===== src/rtl/muldiv_sequencer.sv =====
// HI/LO owner: radix-2 shift-add multiply / restoring divide beside the ALU; divide path only when MULDIV_DIV_EN is defined.
// Latency: mul/div results land 33 cycles after the start edge, zero divisor after 2, MTHI/MTLO after 1.
// Backpressure: o_Stall holds any HI/LO-touching instruction while busy; a start while busy is ignored.
module muldiv_sequencer #(
    parameter int NBITS  = 32,
    parameter int FNBITS = 6
) (
    input  logic              i_clk,
    input  logic              i_rst_n,
    input  logic              i_Start,
    input  logic              i_Req,
    input  logic              i_Flush,
    input  logic [FNBITS-1:0] i_Funct,
    input  logic [NBITS-1:0]  i_A,
    input  logic [NBITS-1:0]  i_B,
    output logic              o_Busy,
    output logic              o_Stall,
    output logic              o_Done,
    output logic              o_DivZero,
    output logic [NBITS-1:0]  o_HI,
    output logic [NBITS-1:0]  o_LO,
    output logic [NBITS-1:0]  o_Result
);
    localparam int CW = $clog2(NBITS);
    localparam logic [CW-1:0] LAST = CW'(NBITS - 1);

    localparam logic [FNBITS-1:0] F_MULT  = FNBITS'(6'b011000);
    localparam logic [FNBITS-1:0] F_MULTU = FNBITS'(6'b011001);
    localparam logic [FNBITS-1:0] F_MFHI  = FNBITS'(6'b010000);
    localparam logic [FNBITS-1:0] F_MTHI  = FNBITS'(6'b010001);
    localparam logic [FNBITS-1:0] F_MTLO  = FNBITS'(6'b010011);

    typedef enum logic [1:0] {IDLE, RUN, FIX} state_t;

    state_t             state;
    logic [CW-1:0]      cnt;
    logic [NBITS-1:0]   p_hi, p_lo, opnd, hi, lo;
    logic               sa, sb, done;

    logic               sign_a, sign_b, is_mul_f;
    logic [NBITS-1:0]   abs_a, abs_b;
    logic [NBITS:0]     mul_sum;
    logic [2*NBITS-1:0] prod, prod_fix;

`ifdef MULDIV_DIV_EN
    localparam logic [FNBITS-1:0] F_DIV  = FNBITS'(6'b011010);
    localparam logic [FNBITS-1:0] F_DIVU = FNBITS'(6'b011011);

    logic               is_div, dz, divzero, is_div_f, trial_ok;
    logic [NBITS:0]     rem_sh, trial;
    logic [NBITS-1:0]   quo_fix, rem_fix;

    always_comb begin
        is_div_f = (i_Funct == F_DIV) || (i_Funct == F_DIVU);
        rem_sh   = {p_hi, p_lo[NBITS-1]};
        trial    = rem_sh - {1'b0, opnd};
        // rem_sh < 2*divisor, so a set top bit already means the subtract fits
        trial_ok = rem_sh[NBITS] | ~trial[NBITS];
        quo_fix  = (sa ^ sb) ? -p_lo : p_lo;
        rem_fix  = sa ? -p_hi : p_hi;
    end

    assign o_DivZero = divzero;
`else
    assign o_DivZero = 1'b0;
`endif

    always_comb begin
        // MULT and DIV have funct[0] = 0; their unsigned twins have it set
        sign_a   = ~i_Funct[0] & i_A[NBITS-1];
        sign_b   = ~i_Funct[0] & i_B[NBITS-1];
        abs_a    = sign_a ? -i_A : i_A;
        abs_b    = sign_b ? -i_B : i_B;
        is_mul_f = (i_Funct == F_MULT) || (i_Funct == F_MULTU);
        mul_sum  = {1'b0, p_hi} + (p_lo[0] ? {1'b0, opnd} : '0);
        prod     = {p_hi, p_lo};
        prod_fix = (sa ^ sb) ? -prod : prod;
    end

    always_ff @(posedge i_clk or negedge i_rst_n) begin
        if (!i_rst_n) begin
            state   <= IDLE;
            cnt     <= '0;
            p_hi    <= '0;
            p_lo    <= '0;
            opnd    <= '0;
            hi      <= '0;
            lo      <= '0;
            sa      <= 1'b0;
            sb      <= 1'b0;
            done    <= 1'b0;
`ifdef MULDIV_DIV_EN
            is_div  <= 1'b0;
            dz      <= 1'b0;
            divzero <= 1'b0;
`endif
        end else begin
            done    <= 1'b0;
`ifdef MULDIV_DIV_EN
            divzero <= 1'b0;
`endif
            case (state)
                IDLE: begin
                    if (i_Start && !i_Flush) begin
                        if (i_Funct == F_MTHI) begin
                            hi <= i_A;
                        end else if (i_Funct == F_MTLO) begin
                            lo <= i_A;
                        end else if (is_mul_f) begin
                            p_hi  <= '0;
                            p_lo  <= abs_b;
                            opnd  <= abs_a;
                            sa    <= sign_a;
                            sb    <= sign_b;
                            cnt   <= '0;
                            state <= RUN;
`ifdef MULDIV_DIV_EN
                            is_div <= 1'b0;
                            dz     <= 1'b0;
                        end else if (is_div_f) begin
                            is_div <= 1'b1;
                            sa     <= sign_a;
                            sb     <= sign_b;
                            if (i_B == '0) begin
                                // raw dividend goes to HI; FIX waits one extra cycle on cnt
                                dz    <= 1'b1;
                                p_hi  <= i_A;
                                cnt   <= CW'(1);
                                state <= FIX;
                            end else begin
                                dz    <= 1'b0;
                                p_hi  <= '0;
                                p_lo  <= abs_a;
                                opnd  <= abs_b;
                                cnt   <= '0;
                                state <= RUN;
                            end
`endif
                        end
                    end
                end
                RUN: begin
                    if (i_Flush) begin
                        cnt   <= '0;
                        state <= IDLE;
                    end else begin
`ifdef MULDIV_DIV_EN
                        if (is_div) begin
                            p_hi <= trial_ok ? trial[NBITS-1:0] : rem_sh[NBITS-1:0];
                            p_lo <= {p_lo[NBITS-2:0], trial_ok};
                        end else
`endif
                        begin
                            p_hi <= mul_sum[NBITS:1];
                            p_lo <= {mul_sum[0], p_lo[NBITS-1:1]};
                        end
                        cnt <= cnt + CW'(1);
                        if (cnt == LAST)
                            state <= FIX;
                    end
                end
                FIX: begin
                    if (i_Flush) begin
                        cnt   <= '0;
                        state <= IDLE;
                    end else if (cnt != '0) begin
                        cnt <= '0;
                    end else begin
`ifdef MULDIV_DIV_EN
                        if (dz) begin
                            hi <= p_hi;
                            lo <= '1;
                        end else if (is_div) begin
                            hi <= rem_fix;
                            lo <= quo_fix;
                        end else
`endif
                        begin
                            hi <= prod_fix[2*NBITS-1:NBITS];
                            lo <= prod_fix[NBITS-1:0];
                        end
`ifdef MULDIV_DIV_EN
                        divzero <= dz;
`endif
                        done  <= 1'b1;
                        state <= IDLE;
                    end
                end
                default: state <= IDLE;
            endcase
        end
    end

    assign o_Busy   = (state != IDLE);
    assign o_Stall  = i_Req & o_Busy;
    assign o_Done   = done;
    assign o_HI     = hi;
    assign o_LO     = lo;
    assign o_Result = (i_Funct == F_MFHI) ? hi : lo;

endmodule


===== config.mk =====
export PLATFORM = sky130hd
export DESIGN_NAME = muldiv_sequencer
export DESIGN_NICKNAME = d
export VERILOG_FILES = /design/src/rtl/muldiv_sequencer.sv
export SDC_FILE = /design/constraint.sdc
export NUM_CORES = 1
export LEC_CHECK = 0
export CORE_UTILIZATION = 60
export CTS_CLUSTER_SIZE = 24
export DETAILED_ROUTE_END_ITERATION = 16
export GPL_ROUTABILITY_DRIVEN = 0
export PLACE_DENSITY = 0.87
export REMOVE_ABC_BUFFERS = 1
export SYNTH_ARGS = -nofsm -noshare
export SYNTH_HDL_FRONTEND = slang
export SYNTH_SLANG_ARGS = --single-unit
export TNS_END_PERCENT = 50

===== constraint.sdc =====
create_clock -name i_clk -period 4.6 [get_ports i_clk]
set_input_delay 0.92 -clock i_clk [delete_from_list [all_inputs] [get_ports i_clk]]
set_output_delay 0.92 -clock i_clk [all_outputs]
set_load 0.005 [all_outputs]

After elaboration in Yosys (flattened, before gate mapping). Cells that the tools add are included.

Register bits: 170. Input bits: 75.

Add/subtract/negate cells: 5. Eq/ne operators: 20. Mux-type cells: 48. Bitwise logic cells: 7. Reduce and logical (&&, ||, !) cells: 15.

Operators by type and width (number): $mux 32 (23); $pmux 32 s2 (4); $mux 64 (1); $neg 32->32 (2); $neg 64->64 (1); $mux 5 (7); $add 32x32->33 (1); $eq 6x5->1 const B (5); $reduce_and 6->1 (4); $ne 2x2->1 const B (9); $mux 2 (8); $pmux 5 s3 (1); $reduce_and 5->1 (2); $ne 3x3->1 const B (3); $pmux 2 s3 (1); $reduce_bool 2->1 (3); $add 5x1->5 const B (1); $eq 5x5->1 const B (1); $reduce_bool 5->1 (1); $and 1x1->1 (3); $mux 1 (3); $not 1->1 (3); $reduce_bool 3->1 (1); $eq 2x1->1 const B (1); other kinds (6) (6).

Longest topological paths before layout.
Depth in word-level cells: 8. Gate-level depth with buffers: 13. Depth with buffers taken out: 11.

Worst setup path before layout. Ideal clock, no wire load.

Path kind: input to output. Start point: input port i_Funct[1]. End point: output port o_Result[10]. Arrival: 2.393 ns. Setup slack: 1.287 ns. Stages on the path: 5. Path buffers: 2. Path through: or3b_1 or4_1 clkbuf_1 buf_1 mux2_2.

Longest elaborated chain between the ends: 2.

Ends and longest elaborated chain: start: declaration (line 13) `input logic [FNBITS-1:0] i_Funct,`; $eq 6x5->1 (line 199) `assign o_Result = (i_Funct == F_MFHI) ? hi : lo;`; $mux 32 (line 199); end: declaration (line 22) `output logic [NBITS-1:0] o_Result`.

No other way between the ends.

Worst setup path in the final report.
Start point: input port i_Funct[4]. End point: output port o_Result[20].

The elaborated chain is that of the path after synthesis.

==> flow_summary_export.csv <==
group,metric,value,unit
routing,met1_length,15.3,mm
routing,wire_per_inst,20.7,µm
timing,setup_viol,0,
logic_synthesis,async_reset_ff_share,100,%
floorplan,core_region_area,19800,µm²
place,place.detailed.instances,1885,
logic_synthesis,yosys_warnings,0,
setup_path,critPathRequiredTime,3.68,ns
place,postPlaceCellArea,14300,µm²
power_and_ir_drop,switching_power,2.13,mW
timing,hold_violations,0,
floorplan,num_rows,51,
cts,numCtsBuffers,17,
cts,clkSlewWorstSetupHoldPaths,0.06,ns
logic_synthesis,synth_cells,1511,
power_and_ir_drop,power.total,5.55,mW
place,place.detailed.hpwl,28.4,mm
setup_path,worstSetupPathType,"in -> out",
routing,dr.first_iter.drc_count,1685,
routing,met3_routed_wirelength,4.58,mm
logic_synthesis,seq_area_frac_synth,34.6,%
setup_path,worstSetupStartpointType,"input port",
power_and_ir_drop,power_switching_share,38.3,%
place,post_placement_setup_slack,0.404,ns
cts,htreeDepth,4,
setup_path,timing.critical_path.arrival,3.28,ns
timing,timing.clock.skew,0.0133,ns
timing,post_route_setup_slack,0.402,ns
logic_synthesis,synthesis.area_per_instance,8.13,µm²
grt,antenna_violations_before_repair,0,
power_and_ir_drop,clkPwrFrac,25.8,%
setup_path,critPathSlowestCell,"sky130_fd_sc_hd__clkdlybuf4s50_1",
routing,vias,12800,
timing,timing_max_transition_violations_final,0,
routing,via_per_inst,6.67,
power_and_ir_drop,ir_worst_vdd,0.326,mV
timing,fmax,238,MHz
cells_and_area,finish.instance_area,14800,µm²
setup_path,rr_startpoint,"p_lo[0]",
timing,max_slew_margin,26.8,%
floorplan,x_dimension_of_the_die,145,µm
logic_synthesis,yosysUniqueCellTypes,70,
logic_synthesis,synth-seq-cells,170,
run,maxCapViolations,0,
grt,grt_util_all_layers,37.9,%
cts,tritoncts_clock_tree,"built",
cts,worstSkewPairLatency,0.44,ns
cells_and_area,layout-area-overhead-vs-synth,20.8,%
timing,final_period_minus_worst_setup_slack,4.20,ns
cts,clock_tree.buffer_depth,2,
power_and_ir_drop,comb_power_share,36.6,%
hold_path,timing.hold.worst_endpoint,"opnd[28]",
cells_and_area,proportion_of_layout_cells_with_a_drive_suffix_above_1,7.03,%
routing,wl_met2,18.2,mm
grt,grt_start_max_net_pins,105,
power_and_ir_drop,power-per-cell-area,374,nW/µm²
grt,vias_in_the_first_global_route,12200,
logic_synthesis,synth_largest_type_area_fraction,34.6,%
power_and_ir_drop,power_frac_seq,37.6,%
cts,cts_resized,0,
setup_path,cp_cell_sequence,"clkdlybuf4s50_1 -> or3b_1 -> or4_1 -> buf_4 -> mux2_2 -> clkdlybuf4s50_1",
cells_and_area,post-route-util,75.1,%
logic_synthesis,syn-cell-area,12300,µm²
hold_path,min-delay-start,"opnd[28]",
logic_synthesis,synth_enable_flop_cells,0,
logic_synthesis,synth.largest_area_cell,"sky130_fd_sc_hd__dfrtp_1",
logic_synthesis,netlist_top_cells_area,"sky130_fd_sc_hd__dfrtp_1, sky130_fd_sc_hd__o21ai_0, sky130_fd_sc_hd__nand2_1, sky130_fd_sc_hd__xnor2_1, sky130_fd_sc_hd__a21oi_1",
timing,hold_slack,0.477,ns
power_and_ir_drop,power_report.internal_total,3.42,mW
setup_path,timing.critical_path.to_type,"output port",
hold_path,worst_hold_path.num_cells,2,
cells_and_area,final_cell_count_no_fill,1916,
routing,remaining_drc_errors,0,
cells_and_area,nets,1753,
floorplan,dieHeight,145,µm
routing,route.top_layer_used,"met4",
setup_path,crit_path_frequent_cell,"sky130_fd_sc_hd__clkdlybuf4s50_1",
power_and_ir_drop,leakage_power,6.23,nW
cts,root_buffer,"sky130_fd_sc_hd__clkbuf_16",
routing,1st_pass_router_iterations,8,
setup_path,setup.reg_to_reg.worst_slack,0.97,ns
setup_path,r2r-end,"p_hi[21]",
timing,grt_setup_unrepaired,"no",
setup_path,max_stage_delay,0.49,ns
place,numPortBuffers,173,
logic_synthesis,most_numerous_cell_in_the_yosys_netlist,"sky130_fd_sc_hd__nand2_1",
setup_path,crit_path_max_fanout,21,
setup_path,depth_of_the_worst_register_to_register_path,10,
routing,route.antenna.remaining_nets,0,
cells_and_area,number_of_diodes_added_for_antenna_fixing,0,
routing,postRouteWirelength,39.7,mm
timing,worst_slew_pin_slew,1.09,ns
floorplan,initial_utilization,62.1,%
floorplan,ioPinCount,175,
grt,globalRoute.totalOverflow,0,
cts,cts_post_setup_buffers_inserted,0,
floorplan,die_area,21100,µm²
grt,wire_length_of_the_first_global_routing_pass,63.6,mm
logic_synthesis,postSynth.topFlopCell,"sky130_fd_sc_hd__dfrtp_1",
run_status,status,"finished clean",
logic_synthesis,synth_top_cells_by_count,"sky130_fd_sc_hd__nand2_1, sky130_fd_sc_hd__dfrtp_1, sky130_fd_sc_hd__o21ai_0",
cts,ctsHoldBuffers,0,
cts,cts_sinks,170,
timing,timing.final.crit_share,91.3,%
timing,totalNegativeSetupSlack,0,ns
hold_path,hold_class,"reg -> reg",
cells_and_area,nFillCells,1428,
==> power by group through the flow <==
| stage | Combinational [mW] | Clock [mW] | Sequential, mW |
|---|---|---|---|
| global route | 2.20 | 1.50 | 2.11 |
| CTS | 1.99 | 1.43 | 2.07 |
| finish | 2.03 | 1.43 | 2.09 |
| global placement | 1.91 | 0 | 2.08 |
| detailed placement | 1.96 | 0 | 2.09 |
| floorplan | 1.23 | 0 | 1.99 |
==> worst max-delay path, delay by kind of cell <==
kind          cells  cell delay (ns)
buf+inv           3             1.22
simple gates      2             0.85
mux               1             0.26
==> cell usage in the layout, fill, tap and decap left out, types with 24 or more instances in the layout <==
cell type                         instances
sky130_fd_sc_hd__buf_4                   24
sky130_fd_sc_hd__o31ai_1                 26
sky130_fd_sc_hd__dfrtp_1                170
sky130_fd_sc_hd__ha_1                    38
sky130_fd_sc_hd__or3_1                   26
sky130_fd_sc_hd__and2_1                  38
sky130_fd_sc_hd__mux2_2                  32
sky130_fd_sc_hd__xnor2_1                 72
sky130_fd_sc_hd__nor2_1                 127
sky130_fd_sc_hd__clkdlybuf4s50_1        172
sky130_fd_sc_hd__xor2_1                  58
sky130_fd_sc_hd__a21oi_1                121
sky130_fd_sc_hd__o21ai_0                158
sky130_fd_sc_hd__inv_1                   26
sky130_fd_sc_hd__nand3_1                 26
sky130_fd_sc_hd__nand2_1                200
sky130_fd_sc_hd__nor3_1                  34
==> cell families (layout without fill, tap and decap cells) <==
logic type / Yosys count / in the layout / synth area share [%]
compound gates: 448 / 448 / 22.1
xor+xnor: 132 / 132 / 9.41
fa+ha+maj: 39 / 39 / 4.03
buf+inv: 116 / 256 / 3.65
flops: 170 / 170 / 34.6
mux: 48 / 48 / 4.23
other cells: 1 / 1 / 0.0305
simple gates: 557 / 557 / 21.9
==> per-layer routing <==
layer	up-vias	global-route usage, %
met1	6069	48.8
met5	-	0
met2	867	60.4
li1	5686	-
met4	0	17.8
met3	159	8.58
==> sequential cells by signal (all words and copies together), names as in the netlist <==
register	count
cnt	5
o_Done	1
o_HI	32
o_LO	32
opnd	32
p_hi	32
p_lo	32
sa	1
sb	1
state	2
==> how the worst max path moves through the flow <==
stage | startpoint | cells past startpoint | endpoint
after floorplan | i_Funct[1] | 9 | o_HI[19]
after global placement | i_Funct[4] | 6 | o_Result[8]
after detailed placement | i_Funct[4] | 6 | o_Result[15]
after CTS | i_Funct[4] | 6 | o_Result[20]
after global routing | i_Funct[4] | 6 | o_Result[18]
final | i_Funct[4] | 6 | o_Result[20]
==> layout make-up <==
class,count,area [µm²],share of cell area (%)
multi-input cells,1225,7660,51.6
flip-flops and latches,170,4250,28.7
repair buffers,198,1930,13.0
clock buffers,18,439,2.96
well taps,265,332,2.23
clock inverters,13,131,0.885
inverters,27,101,0.683
(Power assumes the default switching activity.)
